$ cat config.mk
export PLATFORM = sky130hd
export DESIGN_NAME = echo_ranger
export DESIGN_NICKNAME = d
export VERILOG_FILES = /design/src/rtl/echo_pkg.sv /design/src/rtl/sync_edge.sv /design/src/rtl/echo_ranger.sv
export SDC_FILE = /design/constraint.sdc
export NUM_CORES = 1
export LEC_CHECK = 0
export ABC_AREA = 0
export CAP_MARGIN = 10
export CORE_UTILIZATION = 53
export DETAILED_ROUTE_END_ITERATION = 8
export PLACE_DENSITY = 0.76
export SLEW_MARGIN = 40
export SYNTH_ARGS = -nofsm -noshare
export SYNTH_HDL_FRONTEND = slang
export SYNTH_SLANG_ARGS = --single-unit
$ cat constraint.sdc
create_clock -name clk -period 2.26 [get_ports clk]
set_clock_uncertainty 0.05 [all_clocks]
set_input_delay 0.452 -clock clk [delete_from_list [all_inputs] [get_ports clk]]
set_output_delay 0.452 -clock clk [all_outputs]
set_load 0.03 [all_outputs]
$ cat src/rtl/echo_pkg.sv
// rtl/echo_pkg.sv - shared state encoding and default timing for the echo ranger
package echo_pkg;

    typedef enum logic [2:0] {
        ST_IDLE      = 3'd0,
        ST_TRIG      = 3'd1,
        ST_WAIT_RISE = 3'd2,
        ST_MEASURE   = 3'd3,
        ST_DONE      = 3'd4
    } echo_state_t;

    localparam int DEF_CNT_W          = 16;
    localparam int DEF_TRIG_CYCLES    = 500;
    localparam int DEF_TIMEOUT_CYCLES = 1_900_000;
    localparam int DEF_TICK_DIV       = 1;

endpackage

$ cat src/rtl/sync_edge.sv
// rtl/sync_edge.sv - two-flop synchronizer with rising-edge detect
module sync_edge (
    input  logic i_clk,
    input  logic i_rst_n,
    input  logic i_async,
    output logic o_level,
    output logic o_rise
);

    logic r_meta;
    logic r_sync;
    logic r_prev;

    always_ff @(posedge i_clk or negedge i_rst_n) begin
        if (!i_rst_n) begin
            r_meta <= 1'b0;
            r_sync <= 1'b0;
            r_prev <= 1'b0;
        end else begin
            r_meta <= i_async;
            r_sync <= r_meta;
            r_prev <= r_sync;
        end
    end

    assign o_level = r_sync;
    assign o_rise  = r_sync & ~r_prev;

endmodule

$ cat src/rtl/echo_ranger.sv
// rtl/echo_ranger.sv - ultrasonic trigger/echo pulse-width ranger
module echo_ranger
    import echo_pkg::*;
#(
    parameter int CNT_W          = DEF_CNT_W,
    parameter int TRIG_CYCLES    = DEF_TRIG_CYCLES,
    parameter int TIMEOUT_CYCLES = DEF_TIMEOUT_CYCLES,
    parameter int TICK_DIV       = DEF_TICK_DIV
) (
    input  logic             clk,
    input  logic             reset_n,
    input  logic             start,
    input  logic             echo,
    output logic             trig,
    output logic             busy,
    output logic             valid,
    output logic [CNT_W-1:0] width,
    output logic             timeout,
    output logic             overflow
);

    localparam int TIMER_MAX = (TRIG_CYCLES > TIMEOUT_CYCLES) ? TRIG_CYCLES : TIMEOUT_CYCLES;
    localparam int TIMER_W   = $clog2(TIMER_MAX + 1);
    localparam int PRE_W     = (TICK_DIV > 1) ? $clog2(TICK_DIV) : 1;

    localparam logic [TIMER_W-1:0] TRIG_LAST = TIMER_W'(TRIG_CYCLES - 1);
    localparam logic [TIMER_W-1:0] WAIT_LAST = TIMER_W'(TIMEOUT_CYCLES - 1);
    localparam logic [PRE_W-1:0]   PRE_LAST  = PRE_W'(TICK_DIV - 1);
    localparam logic [CNT_W-1:0]   CNT_MAX   = {CNT_W{1'b1}};

    echo_state_t        r_state;
    logic [TIMER_W-1:0] r_timer;
    logic [PRE_W-1:0]   r_pre;
    logic [CNT_W-1:0]   r_count;
    logic               r_ovf;
    logic               r_trig;
    logic               r_busy;
    logic               r_valid;
    logic [CNT_W-1:0]   r_width;
    logic               r_timeout;
    logic               r_overflow;

    logic w_echo_s;
    logic w_rise;

    sync_edge u_sync (
        .i_clk   (clk),
        .i_rst_n (reset_n),
        .i_async (echo),
        .o_level (w_echo_s),
        .o_rise  (w_rise)
    );

    always_ff @(posedge clk or negedge reset_n) begin
        if (!reset_n) begin
            r_state    <= ST_IDLE;
            r_timer    <= '0;
            r_pre      <= '0;
            r_count    <= '0;
            r_ovf      <= 1'b0;
            r_trig     <= 1'b0;
            r_busy     <= 1'b0;
            r_valid    <= 1'b0;
            r_width    <= '0;
            r_timeout  <= 1'b0;
            r_overflow <= 1'b0;
        end else begin
            case (r_state)
                ST_IDLE: begin
                    if (start) begin
                        r_state <= ST_TRIG;
                        r_trig  <= 1'b1;
                        r_busy  <= 1'b1;
                        r_timer <= '0;
                        r_count <= '0;
                        r_pre   <= '0;
                        r_ovf   <= 1'b0;
                    end
                end
                ST_TRIG: begin
                    if (r_timer == TRIG_LAST) begin
                        r_state <= ST_WAIT_RISE;
                        r_trig  <= 1'b0;
                        r_timer <= '0;
                    end else begin
                        r_timer <= r_timer + TIMER_W'(1);
                    end
                end
                ST_WAIT_RISE: begin
                    if (w_rise) begin
                        // The edge cycle is the first high cycle of the echo, so it is counted here.
                        r_state <= ST_MEASURE;
                        if (TICK_DIV == 1) begin
                            r_count <= CNT_W'(1);
                            r_pre   <= '0;
                        end else begin
                            r_count <= '0;
                            r_pre   <= PRE_W'(1);
                        end
                    end else if (r_timer == WAIT_LAST) begin
                        r_state    <= ST_DONE;
                        r_valid    <= 1'b1;
                        r_width    <= '0;
                        r_timeout  <= 1'b1;
                        r_overflow <= 1'b0;
                    end else begin
                        r_timer <= r_timer + TIMER_W'(1);
                    end
                end
                ST_MEASURE: begin
                    if (!w_echo_s) begin
                        r_state    <= ST_DONE;
                        r_valid    <= 1'b1;
                        r_width    <= r_count;
                        r_timeout  <= 1'b0;
                        r_overflow <= r_ovf;
                    end else if (r_pre == PRE_LAST) begin
                        r_pre <= '0;
                        if (r_count == CNT_MAX) begin
                            r_ovf <= 1'b1;
                        end else begin
                            r_count <= r_count + CNT_W'(1);
                        end
                    end else begin
                        r_pre <= r_pre + PRE_W'(1);
                    end
                end
                ST_DONE: begin
                    r_state <= ST_IDLE;
                    r_valid <= 1'b0;
                    r_busy  <= 1'b0;
                end
                default: begin
                    r_state <= ST_IDLE;
                    r_trig  <= 1'b0;
                    r_busy  <= 1'b0;
                    r_valid <= 1'b0;
                end
            endcase
        end
    end

    assign trig     = r_trig;
    assign busy     = r_busy;
    assign valid    = r_valid;
    assign width    = r_width;
    assign timeout  = r_timeout;
    assign overflow = r_overflow;

endmodule
==> results.json, run 1 <==
{
  "clk_latency_ns": 0.34,
  "cts.htree.levels": 3,
  "vertical_extent_of_the_die_um": 82.9,
  "power.density_nw_per_um2": 673,
  "yosysWarnings": 0,
  "root_buffer_cell": "clkbuf_8",
  "cap_viol_max_count": 0,
  "dpl.hpwl_mm": 5.88,
  "placement_rows": 29,
  "grt_pass1_vias": 3050,
  "setup.worst_path.end_class": "register",
  "design.core.area_um2": 6350,
  "groute.usage.overall_pct": 27.0,
  "number_of_top_level_pins": 25,
  "numClockSinks": 65,
  "post_synthesis_cell_count": 347,
  "detailroute.via_count": 3191,
  "syn-num-nets": 353,
  "1st_iter_drt_viols": 197,
  "synth_area_um2": 3470,
  "ant_nets": 0,
  "timing.final.crit_period_ns": 2.19,
  "synthToLayoutAreaGrowth_pct": 24.9,
  "yosysUniqueCellTypes": 57,
  "die_x_um": 82.9,
  "critical_path_peak_fanout": 10,
  "fp.dieArea_um2": 6870,
  "timing_max_transition_violations_final": 0,
  "cts_tree": "yes",
  "synth_edf_count": 0,
  "tritoncts.num_buffers": 9,
  "placement.io_buffers": 24,
  "unrepaired_setup_endpoints_after_global_routing": "yes",
  "post_route_cells_drive_above_1_share_pct": 23.6,
  "post-route-util_pct": 68.2,
  "cts_hold_buffers": 0,
  "antennaDiodeCount": 0,
  "min-delay-path-class": "in -> async",
  "cts.reportedPaths.clkPinSlew_ns": 0.08,
  "avgViaCountPerCell": 6.49,
  "avgRoutedWirePerCell_um": 17.9,
  "detail_route.wirelength_mm": 8.81,
  "floorplan.initialDensity_pct": 54.6,
  "ir_worst_vdd_mv": 0.473,
  "max_freq_mhz": 456,
  "crit_path_class": "reg -> reg",
  "final_cell_area_um2": 4330,
  "total_leakage_power_nw": 1.89,
  "placement.cell_area_um2": 4040,
  "synth-seq-area-share_pct": 46.9,
  "fin_setup_tns_ns": 0,
  "largest_net_degree_at_the_start_of_global_routing": 66,
  "yosys_most_used_dff": "dfrtp_1",
  "placedCellCount": 474,
  "post_layout_nonfiller_instances": 492,
  "drc": 0,
  "timing.slew.headroom_pct": 64.0,
  "finalCritPeriodShare_pct": 97.0,
  "fraction_of_registers_with_async_set_reset_pct": 100,
  "max_slew.worst_pin.slew_ns": 0.536,
  "power.total_mw": 2.91,
  "startpoint_type_of_the_worst_setup_path": "register",
  "clockBufferDepth": 2,
  "yosys_reg_bits": 65,
  "place.gp.congestion": 0.895,
  "setup_viol_count_final": 0,
  "synthesis.area_per_instance_um2": 9.99,
  "finalHoldViolations": 0,
  "critPathRequiredTime_ns": 2.44,
  "globalRoute.totalOverflow": 0,
  "crit_arrival_ns": 2.37,
  "global_route_wire_length_before_repair_mm": 15.0,
  "drt_pass1_iterations": 7,
  "grt_antenna_before_repair": 0,
  "num-nets-final": 416,
  "outcome": "finished clean"
}
-- path summary, 6_finish.rpt --
check | start | end | slack, ns | cells past startpoint
worst max-delay path | r_timer[9]$_DFFE_PN0P_ | width[13]$_DFFE_PN0P_ | 0.07 | 5
worst min-delay path | reset_n | valid$_DFFE_PN0P_ | 0.03 | 2
worst max register to register | r_timer[9]$_DFFE_PN0P_ | width[13]$_DFFE_PN0P_ | 0.07 | 5
worst min register to register | u_sync.r_meta$_DFF_PN0_ | u_sync.o_level$_DFF_PN0_ | 0.32 | 0
max in group asynchronous | reset_n | width[12]$_DFFE_PN0P_ | 1.80 | 2
min in group clk | u_sync.r_meta$_DFF_PN0_ | u_sync.o_level$_DFF_PN0_ | 0.32 | 0
-- registers in the layout (all words and copies together) (netlist names) --
name	count
busy	1
overflow	1
r_count	16
r_ovf	1
r_state	3
r_timer	21
timeout	1
trig	1
u_sync.o_level	1
u_sync.r_meta	1
u_sync.r_prev	1
valid	1
width	16
-- layout by cell type (no fill, tap or decap), types with 7 or more instances in the layout --
cell type	netlist	layout
clkbuf_8	0	9
nand4_1	15	15
nor2_1	24	24
or4_1	19	19
inv_1	7	7
dfrtp_1	65	65
nand3_1	22	22
buf_4	3	43
o31ai_1	13	13
nand2_1	21	21
clkdlybuf4s50_1	0	23
o21ai_0	12	12
a21oi_1	24	24
a22o_2	16	16
a31oi_1	7	7
-- final cells by class --
class / instances / area (um2)
inverter: 7 / 26.3
clock buffer: 9 / 124
timing repair buffer: 69 / 598
fill: 511 / 2020
tap: 77 / 96.3
clock inverter: 7 / 125
sequential: 65 / 1630
multi-input combinational: 258 / 1730
-- cell families (layout without fill, tap and decap cells) --
group	after synthesis	count (layout)	share of synthesized area (%)
buffers and inverters	25	92	4.08
xor gates and xnor gates	5	5	1.26
adders and majority gates	2	2	0.722
and+or+nand+nor	149	150	25.7
DFF	65	65	46.9
muxes	3	3	0.866
AOI/OAI and AO/OA	98	98	20.5
-- routing by layer --
| layer | GRT usage [%] | share of wire (%) |
|---|---|---|
| met4 | 13.0 | 4.2 |
| met2 | 44.5 | 48 |
| met5 | 0 | 0 |
| met1 | 35.0 | 42 |
| met3 | 4.17 | 4.9 |
-- cell usage after synthesis (4+ instances only) --
cell | number | area share (%)
and4_1 | 4 | 1.0
o31ai_1 | 13 | 2.8
clkbuf_1 | 5 | 0.54
nand2b_1 | 4 | 0.72
nor2_1 | 24 | 2.6
inv_1 | 7 | 0.76
nand2_1 | 21 | 2.3
o211ai_1 | 4 | 0.87
buf_6 | 4 | 1.3
a22o_2 | 16 | 4.6
xnor2_1 | 4 | 1.0
a21oi_1 | 24 | 3.5
nand4_1 | 15 | 2.7
a22o_1 | 5 | 1.3
and3_1 | 5 | 0.90
dfrtp_1 | 65 | 47
o21ai_0 | 12 | 1.7
nand3_1 | 22 | 3.2
a31oi_1 | 7 | 1.3
nor4_1 | 6 | 1.1
or3_1 | 6 | 1.1
or4_1 | 19 | 4.1
nor3_1 | 6 | 0.87
-- what timing repair did --
item	in CTS	in global routing
endpoints found under the setup margin	0	29
resized for setup	0	5
buffers inserted	0	1
-- per-stage QoR --
stage	hold WS (ns)	setup slack, ns
finish	0.0271	0.0669
global placement	0.287	-0.185
detailed placement	0.310	-0.219
global route	0.101	-0.0283
floorplan	0.106	0.0941
CTS	0.0817	0.0243
-- critical path, stage by stage (launching register included) --
cell and delay [ns]:
dfrtp_1 0.40, or4b_4 0.59, nor4_4 0.33, a21o_4 0.23, nand3_4 0.16, a22o_2 0.31
-- report_power, final --
group	total (mW)	switching [mW]	internal, mW
combinational	0.385	0.220	0.164
sequential	1.28	0.0655	1.22
clock	1.25	0.502	0.745
Power figures use the tool's default switching activity.
==> run 2, diff against run 1 <==
--- a/config.mk
+++ b/config.mk
@@ -6,7 +6,6 @@
 export NUM_CORES = 1
 export LEC_CHECK = 0
 export ABC_AREA = 0
-export CAP_MARGIN = 10
 export CORE_UTILIZATION = 53
 export DETAILED_ROUTE_END_ITERATION = 8
 export PLACE_DENSITY = 0.76
==> results of run 2 <==
No change in the layout: final DEF, timing and power equal those of run 1.
==> run 3, diff against run 2 <==
--- a/config.mk
+++ b/config.mk
@@ -6,9 +6,8 @@
 export NUM_CORES = 1
 export LEC_CHECK = 0
 export ABC_AREA = 0
-export CORE_UTILIZATION = 53
+export CORE_UTILIZATION = 25
 export DETAILED_ROUTE_END_ITERATION = 8
-export PLACE_DENSITY = 0.76
 export SLEW_MARGIN = 40
 export SYNTH_ARGS = -nofsm -noshare
 export SYNTH_HDL_FRONTEND = slang
==> run 3 against run 2 <==
  * First-iteration DRC count did not move
  * Critical endpoint unchanged
  * Highest routed layer unchanged
  * Final cell count increased by 21%
  * Fmax increased by 1.7%
  * Critical path type unchanged
  * Largest power group is now the clock network
  * Register-to-register slack gained 0.04 ns
==> results.json, run 3 (synthesis results as in run 1) <==
{
  "finalCritPeriodShare_pct": 95.4,
  "max_freq_mhz": 464,
  "r2r_setup_slack_ns": 0.10,
  "critical_path.cell_chain": "ha_2 > nand4_1 > nor4_4 > a21o_4 > nand3_4 > a22o_2",
  "globalRoute.totalOverflow": 0,
  "min-delay-path-class": "in -> async",
  "global_route_wire_length_before_repair_mm": 16.2,
  "placement.cell_area_um2": 4180,
  "1st_iter_drt_viols": 197,
  "timing.slew.headroom_pct": 60.4,
  "die_x_um": 120,
  "floorplan.initialDensity_pct": 25.9,
  "unrepaired_setup_endpoints_after_global_routing": "no",
  "tritoncts.num_buffers": 9,
  "cts_tree": "yes",
  "worst-r2r-cell-count": 6,
  "grt_pass1_vias": 3187,
  "placement_rows": 42,
  "groute.usage.overall_pct": 14.3,
  "startpoint_type_of_the_worst_setup_path": "register",
  "mostFrequentLayoutCell": "dfrtp_1",
  "ant_nets": 0,
  "vertical_extent_of_the_die_um": 120,
  "power.density_nw_per_um2": 714,
  "root_buffer_cell": "clkbuf_16",
  "largest_net_degree_at_the_start_of_global_routing": 32,
  "avgViaCountPerCell": 5.34,
  "ir_worst_vdd_mv": 0.334,
  "setup.worst_path.end_class": "register",
  "avgRoutedWirePerCell_um": 15.9,
  "clk_latency_ns": 0.34,
  "placement.io_buffers": 24,
  "clockBufferDepth": 2,
  "post_layout_nonfiller_instances": 594,
  "startpoint": "r_timer[1]$_DFFE_PN0P_",
  "max_slew.worst_pin.slew_ns": 0.594,
  "critical_path_peak_fanout": 10,
  "final_cell_area_um2": 4550,
  "crit_path_class": "reg -> reg",
  "cts.htree.levels": 3,
  "detail_route.wirelength_mm": 9.47,
  "place.gp.congestion": 0.822,
  "drt_pass1_iterations": 5,
  "largest_register_ffs": 21,
  "crit-reg2reg-capture": "width[13]$_DFFE_PN0P_",
  "layout.cells.most_common_list": "dfrtp_1, buf_4, nor2_1, a21oi_1",
  "critPathTopFamily": "simple AND/OR/NAND/NOR gates",
  "placedCellCount": 577,
  "num-nets-final": 419,
  "largest_register": "r_timer",
  "synthToLayoutAreaGrowth_pct": 31.3,
  "cap_viol_max_count": 0,
  "timing.final.crit_period_ns": 2.16,
  "setup_viol_count_final": 0,
  "timing.rr.start": "r_timer[1]$_DFFE_PN0P_",
  "fp.dieArea_um2": 14300,
  "outcome": "finished clean",
  "cts.reportedPaths.clkPinSlew_ns": 0.06,
  "grt_antenna_before_repair": 0,
  "fin_setup_tns_ns": 0,
  "total_leakage_power_nw": 1.95,
  "worst-path-buf-inv": 0,
  "numClockSinks": 65,
  "critPathRequiredTime_ns": 2.43,
  "design.core.area_um2": 13400,
  "dpl.hpwl_mm": 6.51,
  "crit_arrival_ns": 2.33,
  "post_route_cells_drive_above_1_share_pct": 24.9,
  "antennaDiodeCount": 0,
  "timing_max_transition_violations_final": 0,
  "critical_path.slowest_cell": "dfrtp_1",
  "max_stage_delay_ns": 0.42,
  "finalHoldViolations": 0,
  "power.total_mw": 3.25,
  "detailroute.via_count": 3173,
  "number_of_top_level_pins": 25,
  "drc": 0
}
==> run 3: changes by cell type in the layout (fill, tap and decap cells not counted), moves of 2 or more <==
cell       change
dfrtp_2        +2
buf_4          +4
clkbuf_16      +9
clkbuf_8       -9
dfrtp_1        -2
==> run 3: power breakdown <==
| part | switching (mW) | leakage (nW) | internal (mW) | total (mW) |
|---|---|---|---|---|
| registers | 0.0631 | 0.877 | 1.22 | 1.28 |
| logic | 0.245 | 0.909 | 0.179 | 0.425 |
| clock network | 0.562 | 0.161 | 0.977 | 1.54 |
| total | 0.871 | 1.95 | 2.38 | 3.25 |
==> run 3: routing by layer <==
metal | up-vias | routed length [um] | GRT usage [%]
li1 | 1484 | - | -
met1 | 1582 | 4200 | 17.9
met2 | 92 | 4640 | 23.4
met3 | 15 | 455 | 3.47
met4 | 0 | 170 | 5.78
met5 | - | 0 | 0
==> run 3: worst register-to-register path: cells and delay by family (launching register included) <==
| family | cells | cell delay [ns] |
|---|---|---|
| adders and majority gates | 1 | 0.29 |
| AOI/OAI and AO/OA | 2 | 0.56 |
| and+or+nand+nor | 3 | 0.72 |
| DFF | 1 | 0.42 |
==> run 3: per-stage QoR <==
| step | util, % | hold WS (ns) | setup slack (ns) |
|---|---|---|---|
| 2_1_floorplan | - | 0.106 | 0.0941 |
| 3_3_place_gp | 31.2 | 0.293 | -0.213 |
| 3_5_place_dp | 31.2 | 0.295 | -0.262 |
| 4_1_cts | 33.8 | 0.0899 | 0.00272 |
| 5_1_grt | 34.0 | 0.101 | 0.00405 |
| 6_report | 34.0 | 0.0738 | 0.103 |
==> run 3: final cells by class <==
cell class              instances  area, um2
repair buffers                 72        611
fillers                      1364       8850
inverters                       7       26.3
clock buffers                   9        225
multi-input cells             258       1740
well taps                     176        220
clock inverters                 7        100
flip-flops and latches         65       1630
==> run 3: worst max-delay path by stage <==
stage | endpoint | slack, ns | depth (start not counted)
2_1_floorplan | width[11]$_DFFE_PN0P_ | 0.09 | 6
3_3_place_gp | r_timer[9]$_DFFE_PN0P_ | -0.21 | 6
3_5_place_dp | r_timer[5]$_DFFE_PN0P_ | -0.26 | 6
4_1_cts | width[13]$_DFFE_PN0P_ | 0.003 | 5
5_1_grt | width[6]$_DFFE_PN0P_ | 0.004 | 6
6_report | width[13]$_DFFE_PN0P_ | 0.10 | 6
==> run 3: repair_timing <==
item                                    in CTS  in global routing
resized for setup                            2                  9
pin swaps                                    0                  2
endpoints found under the setup margin      21                 33
setup buffers                                0                  0
hold buffers                                 0                  0
cloned                                       1                  0
==> variant (config.mk and constraints of run 2) <==
`DEF_TIMEOUT_CYCLES`: 1_900_000 -> 475_000.
--- a/src/rtl/echo_pkg.sv
+++ b/src/rtl/echo_pkg.sv
@@ -11,7 +11,7 @@
 
     localparam int DEF_CNT_W          = 16;
     localparam int DEF_TRIG_CYCLES    = 500;
-    localparam int DEF_TIMEOUT_CYCLES = 1_900_000;
+    localparam int DEF_TIMEOUT_CYCLES = 475_000;
     localparam int DEF_TICK_DIV       = 1;
 
 endpackage
Formal check against the unedited RTL: no difference found for any inputs over 10 cycles, from zero or initial values and one cycle with reset_n low; that may be too few to reach the edited logic, so the function may still have changed.
==> variant against run 2 <==
Routed wire length shrank 19%. Core utilization shrank 0.76 points. Worst hold slack gained 0.042 ns. Power is 17% lower. Combinational power down 27%. Area after synthesis down 7.1%. Sequential cell count is 2 lower. Cell area decreased by 8.4%. Setup slack worse by 0.013 ns. Maximum frequency is 0.57% lower. Largest cell class is now registers.
==> variant: results (changes against run 2) <==
status: "complete, no violations"
first_iter_violations: 213  # +8.1%
drt-vias-per-instance: 6.02  # -7.2%
worstRegToRegCells: 6  # +1
setup.worst_path.end: "r_count[9]"
path_clk_slew_ns: 0.07
drive_gt1_share_pct: 20.2  # -3.5 points
antenna_found_initial: 0  # unchanged
crit_start: "start"
dp.cells: 441  # -7.0%
numCtsBuffers: 9  # unchanged
p_leak_nw: 1.71  # -9.3%
r2r-start: "r_count[1]"
r2r_end: "r_count[10]"
synthFlopType: "dfrtp_1"
syn-mean-instance-area_um2: 10.1  # +1.3%
grt_max_degree: 64  # -3.0%
worst_pin_slew_ns: 0.543  # +0.00687 ns
syn_nets: 324  # -8.2%
port_buffers: 24  # unchanged
synth-warning-count: 0  # unchanged
synth_xor_area_share_pct: 3.81  # +2.5 points
holdWs_ns: 0.0692  # +0.0421 ns
max_flop_register: "r_timer"
largest_register_ffs: 19  # -9.5%
synth_cell_types: 59  # +3.5%
synth-compound-area-share_pct: 15.8  # -4.7 points
synthAdderAreaFrac_pct: 0.777  # +0.056 points
placed_area_um2: 3770  # -6.6%
critPathArrivalTime_ns: 2.43  # +0.06 ns
vdd_drop_max_mv: 0.506  # +7.0%
grt_pass1_vias: 2587  # -15%
async_flop_share_pct: 100  # unchanged
crit_fanout: 7  # -3
post-dp-hpwl_um: 4920  # -16%
synth_area_leaders: "dfrtp_1, a22o_1, nor2_1"
track_usage_pct: 24.8  # -2.3 points
netlist_top_cells_count: "dfrtp_1, nor2_1, nand2_1"
yosys-mux-area-fraction_pct: 0.350  # -0.52 points
dr.pass1.iters: 5  # -2
vias: 2751  # -14%
initial_core_util_pct: 54.7  # +0.097 points
routedWlPerCell_um: 15.6  # -13%
finish.net_count: 385  # -7.5%
globalplace.congestion: 0.902  # +0.75%
yosysSeqAreaShare_pct: 49.0  # +2.1 points
grt_pass1_wl_um: 12300  # -18%
-- variant: cell type report --
| type | count | area [um2] |
|---|---|---|
| inverters | 5 | 18.8 |
| clock buffers | 13 | 159 |
| well taps | 75 | 93.8 |
| fillers | 465 | 1920 |
| multi-input cells | 234 | 1540 |
| repair buffers | 66 | 576 |
| flip-flops and latches | 63 | 1580 |
| clock inverters | 1 | 5.00 |
-- variant: kinds of logic (layout without fill, tap and decap cells) --
logic type,count (synthesis),in the layout
buffers and inverters,21,85
multiplexers,1,1
AND/OR/NAND/NOR,146,146
adder cells (fa/ha/maj),2,2
XOR/XNOR,14,14
AO/OA/AOI/OAI,71,71
flip-flops,63,63
-- variant: repair_timing --
item	in CTS	in global routing
setup endpoints to repair	1	5
pin swaps	0	2
resized for setup	1	3
setup buffers	0	2
hold buffers	0	0
-- variant: critical path, stage by stage --
cell and delay (ns):
clkdlybuf4s50_1 0.50, nor3b_1 0.20, buf_4 0.15, a31oi_2 0.05, buf_4 0.18, a211o_1 0.31, or4_1 0.50, nand2_1 0.08
-- variant: layer usage --
layer | up-vias | global-route usage, % | part of all wire [%]
met4 | 0 | 6.25 | 0.84
met2 | 84 | 35.0 | 43
met5 | - | 0 | 0
met1 | 1339 | 38.0 | 51
li1 | 1322 | - | -
met3 | 6 | 5.83 | 5.1
-- variant: power breakdown --
part	switching, W	total, W	internal [W]	leakage (nW)
registers	0.000104	0.00130	0.00120	0.838
logic	0.000144	0.000280	0.000137	0.788
clock network	0.000393	0.000838	0.000445	0.0854
-- variant: worst min path at each step --
| stage | end | cells after the start |
|---|---|---|
| 2_1_floorplan | busy | 0 |
| 3_3_place_gp | u_sync.o_level | 0 |
| 3_5_place_dp | u_sync.o_level | 0 |
| 4_1_cts | r_count[7] | 2 |
| 5_1_grt | valid | 2 |
| 6_report | r_count[6] | 2 |
-- variant: metrics by stage --
stage                     power [W]  TNS, ns  setup slack, ns
after floorplan             0.00147        0            0.134
after global placement      0.00158    -3.08           -0.217
after detailed placement    0.00160    -3.87           -0.266
after CTS                   0.00243        0           0.0326
after global routing        0.00253        0         0.000859
final                       0.00242        0           0.0543
